### src/rtl/input_conditioner_bank.sv
// Multi-channel pin conditioner: per-channel polarity fix, synchronizer chain,
// debounce counter and registered edge pulses, plus a bus-wide anyedge strobe.
module input_conditioner_bank #(
  parameter int               WIDTH        = 4,
  parameter int               SYNCSTAGES   = 2,
  parameter int               COUNTERWIDTH = 3,
  parameter int               WAITTIME     = 3,
  parameter logic [WIDTH-1:0] INVERTMASK   = '0
) (
  input  logic             clk,
  input  logic             reset,
  input  logic [WIDTH-1:0] noisysignal,
  output logic [WIDTH-1:0] conditioned,
  output logic [WIDTH-1:0] positiveedge,
  output logic [WIDTH-1:0] negativeedge,
  output logic             anyedge
);

  localparam logic [COUNTERWIDTH-1:0] WAIT_C = COUNTERWIDTH'(WAITTIME);

  logic [WIDTH-1:0]        sync_q [SYNCSTAGES];
  logic [COUNTERWIDTH-1:0] cnt_q  [WIDTH];
  logic [COUNTERWIDTH-1:0] cnt_d  [WIDTH];
  logic [WIDTH-1:0]        cond_q, cond_d;
  logic [WIDTH-1:0]        pos_q, pos_d;
  logic [WIDTH-1:0]        neg_q, neg_d;
  logic                    any_q, any_d;
  logic [WIDTH-1:0]        sync_last;

  assign sync_last = sync_q[SYNCSTAGES-1];

  // A change is accepted only on the (WAITTIME+1)-th consecutive disagreeing
  // cycle; any agreement clears the count, so it can never pass WAIT_C.
  always_comb begin
    cond_d = cond_q;
    pos_d  = '0;
    neg_d  = '0;
    for (int i = 0; i < WIDTH; i++) begin
      cnt_d[i] = '0;
      if (sync_last[i] != cond_q[i]) begin
        if (cnt_q[i] == WAIT_C) begin
          cond_d[i] = sync_last[i];
          pos_d[i]  = sync_last[i];
          neg_d[i]  = ~sync_last[i];
        end else begin
          cnt_d[i] = cnt_q[i] + COUNTERWIDTH'(1);
        end
      end
    end
    any_d = |{pos_q, neg_q};
  end

  always_ff @(posedge clk) begin
    if (reset) begin
      for (int s = 0; s < SYNCSTAGES; s++) sync_q[s] <= '0;
      for (int i = 0; i < WIDTH; i++) cnt_q[i] <= '0;
      cond_q <= '0;
      pos_q  <= '0;
      neg_q  <= '0;
      any_q  <= 1'b0;
    end else begin
      sync_q[0] <= noisysignal ^ INVERTMASK;
      for (int s = 1; s < SYNCSTAGES; s++) sync_q[s] <= sync_q[s-1];
      for (int i = 0; i < WIDTH; i++) cnt_q[i] <= cnt_d[i];
      cond_q <= cond_d;
      pos_q  <= pos_d;
      neg_q  <= neg_d;
      any_q  <= any_d;
    end
  end

  assign conditioned  = cond_q;
  assign positiveedge = pos_q;
  assign negativeedge = neg_q;
  assign anyedge      = any_q;

endmodule

### config.mk
export PLATFORM = sky130hd
export DESIGN_NAME = input_conditioner_bank
export DESIGN_NICKNAME = d
export VERILOG_FILES = /design/src/rtl/input_conditioner_bank.sv
export SDC_FILE = /design/constraint.sdc
export NUM_CORES = 1
export LEC_CHECK = 0
export ABC_CLOCK_PERIOD_IN_PS = 1400
export CAP_MARGIN = 20
export CORE_MARGIN = 2
export CORE_UTILIZATION = 50
export CTS_BUF_LIST = sky130_fd_sc_hd__clkbuf_8 sky130_fd_sc_hd__clkbuf_16
export DETAILED_ROUTE_END_ITERATION = 10
export HOLD_SLACK_MARGIN = 0.12
export PLACE_DENSITY_LB_ADDON = 0.05
export SYNTH_ARGS = -nofsm -noshare
export SYNTH_HDL_FRONTEND = slang
export SYNTH_SLANG_ARGS = --single-unit
### constraint.sdc
create_clock -name clk -period 1.4 [get_ports clk]
set_input_delay 0.28 -clock clk [delete_from_list [all_inputs] [get_ports clk]]
set_output_delay 0.28 -clock clk [all_outputs]
set_load 0.005 [all_outputs]
==> impl_results.md <==
* PortBufs at 18
* CTS Buf Count at 5
* Cell chain of the critical path: clkdlybuf4s50_1
* Design internal power at 1.36 mW
* Outcome: complete, no violations
* Count of antenna diodes in the layout at 0
* Combined buffer and inverter count along the critical path at 1
* Post-route total power at 1.70 mW
* Leakage at 0.631 nW
* Part of the power in registers at 56.1%
* Initial antenna violation count at 0
* Fin Setup TNS at 0 ns
* Cell area reported after detailed placement at 0.00137 sq mm
* Most frequent cell after synthesis: dfxtp_1
* Worst min-delay path category: reg2reg
* Wire length of the first global-routing pass at 2900 um
* Aggregate global-route resource usage at 15.6%
* Main combinational cell family by area after synthesis: simple AND/OR/NAND/NOR gates
* Sequential-to-total area share from yosys stat at 57.3%
* Post-Route Skew at 0.00252 ns
* Net count reported at finish at 129
* Fraction of the cycle the final worst path needs at 96.6%
* Number of clock sinks seen by CTS at 33
* Finished Cell Area at 0.00147 sq mm
* Power density relative to cell area at 1160 mW/mm^2
* Post-DP HPWL at 1150 um
* Switching part of the total at 20.0%
* Clock transition time at the flip-flop clock pins of the worst setup and hold paths at 0.06 ns
* Share of cells above drive strength 1 at 17.4%
* Yosys synthesis warning count at 0
* Flip-flop and latch count after synthesis at 33
* Largest driver fanout on the critical path at 1
* Area fraction of the dominant cell type after synthesis at 57.3%
* Total wire length after detailed routing at 1710 um
* Slowest Stage Delay on Critical Path at 0.49 ns
* Clock power frac at 40.6%
* Number of standard cells after synthesis at 91
* Minimum clock period after layout at 1.35 ns
* Switch Pwr at 0.341 mW
* Crit path capture type: output pin
* Total nets after synthesis at 105
* Number of synthesized flops with an enable pin at 0
* Slowest cell on crit path: clkdlybuf4s50_1
* Core occupancy in the finished layout at 67.1%
* DRC marker count from the first detailed-route iteration at 7
* Avg Vias per Cell at 5.05
* Routed Antenna Nets at 0
* Endpoints failing setup at 0
* Fin Hold WS at 0.432 ns
* RSZ-0062 raised after global routing: false
* Xor/xnor cell area share of the yosys netlist at 3.04%
* Remaining design rule violation count at 0
* Post-synthesis average cell area at 12.7 sq um
* Share of synthesized registers carrying an async set or reset at 0%
* Critical path data required time at 1.12 ns
* Synthesized-area fraction occupied by ao, oa, aoi and oai cells at 0.434%
* Cell at the root of the clock tree: clkbuf_8
* Ys flop type: dfxtp_1
* Number of max-capacitance violations reported at 0
* Die area at 0.00270 sq mm
* Worst max-slew margin expressed relative to the limit at 79.3%
* Kind of start point of the critical path: flop
* Via count of the first global-routing pass at 679
* Delay-heaviest family, CP: buffers and inverters
* Proportion of synthesized area in mux cells at 3.47%
* Core footprint at 0.00219 sq mm
* Fmax at 740 MHz
* Synthesized area at 0.00115 sq mm
* Routed via count at 722
* Kind of critical path: reg2out
* Later-pin clock latency in the skew report at 0.28 ns
* Area added between synthesis and finish at 27.6%
* CTS H-tree lvls at 2
* Number of cell rows at 17
* Remaining global-route overflow at 0
* Largest area contributor in the synthesized netlist: dfxtp_1
* Adder-Cell Fraction of Synth Area at 8.69%
* Distinct cell type count after synthesis at 14
* CTS tree: yes
* Synth area leaders: dfxtp_1 (57%), ha_1 (8.7%), nor4_1 (5.4%)
* Maximum number of pins on one net before global-route repair at 34
* I/O pin count at 19
* Maximum clock insertion buffer count at 2
* Slew at the pin closest to its max-slew limit at 0.308 ns
* GPL Wtd Cong at 0.718
* Share of power burned in combinational logic at 3.3%
* Hold Vio Cnt, Final at 0
* Arrival time at the worst endpoint at 1.07 ns
* Effective utilization at floorplan at 52.6%
* Horizontal extent of the die at 52.0 um
* Max-slew violation count at 0
* Peak ir drop on the vdd network at 0.925 mV
* Post-Synth Simple-Gate Area at 23.9%
* Most instantiated cells after synthesis: dfxtp_1 (33), nor4_1 (10), ha_1 (8), nor2b_1 (8), nor4bb_1 (5)
* Post-DR wirelength/cell at 11.9 um
* Die height at 52.0 um
* Drt pass-1 iters at 2
==> routing by layer <==
metal  share of wire, %  global-route usage (%)  vias to the layer above  wire, um
met5                  0                       0                        -         0
met4                4.1                    15.8                        0        70
met3                7.4                    5.75                        8       127
met2                 41                    21.3                       22       698
met1                 47                    18.0                      317       809
li1                   -                       -                      375         -
==> final timing paths <==
kind / depth (start not counted) / to / slack (ns) / startpoint
worst max-delay path: 1 / anyedge / 0.05 / anyedge
worst min-delay path: 1 / cnt_q[0][0] / 0.43 / cnt_q[0][0]
worst max register to register: 4 / conditioned[2] / 0.21 / cnt_q[2][0]
worst min register to register: 1 / cnt_q[0][0] / 0.43 / cnt_q[0][0]
==> timing repair <==
item,in CTS,in global routing
setup endpoints to repair,11,3
hold buffers,0,0
gates cloned,0,0
endpoints found under the hold margin,0,0
pin swaps,0,0
resized for setup,17,3
setup buffers,1,0
==> layout by cell type, fill, tap and decap left out, drive strengths merged, types with 4 or more instances in the layout <==
| cell | n |
|---|---|
| nor4bb | 5 |
| inv | 5 |
| xnor2 | 4 |
| nor2b | 8 |
| nor4b | 4 |
| dfxtp | 33 |
| mux2i | 4 |
| clkdlybuf4s50 | 6 |
| ha | 8 |
| clkbuf | 6 |
| nor4 | 10 |
| dlygate4sd2 | 9 |
| nor2 | 4 |
==> area by class of cell <==
type	count	area [sq um]
fillers	171	721
inverters	4	15.0
repair buffers	20	204
clock inverters	1	3.75
flip-flops and latches	33	674
well taps	28	35.0
clock buffers	6	82.6
multi-input cells	51	455
==> cell families after synthesis <==
logic type | Yosys count
muxes | 4
AOI/OAI and AO/OA | 1
adders and majority gates | 8
DFF | 33
buffers and inverters | 7
xor gates and xnor gates | 4
and+or+nand+nor | 34
==> sequential cells by signal, indices dropped and copies added (netlist names) <==
signal and cells:
anyedge 1, cnt_q 12, conditioned 4, negativeedge 4
positiveedge 4, sync_q 8
==> per-stage QoR <==
| stage | std cells | setup WS [ns] |
|---|---|---|
| final | 143 | 0.0481 |
| after global routing | 143 | 0.00806 |
| after CTS | 143 | 0.000489 |
| after detailed placement | 135 | 0.0464 |
| after global placement | 135 | 0.0477 |
| after floorplan | 91 | 0.345 |
==> power groups by stage <==
stage                     logic (mW)  registers [mW]  clock network, mW
final                         0.0555           0.955              0.692
after global routing          0.0624           0.956              0.745
after floorplan               0.0346           0.980                  0
after detailed placement      0.0563           0.982                  0
after global placement        0.0550           0.981                  0
after CTS                     0.0563           0.955              0.715
Note: power is estimated with default switching activity, not from simulation.
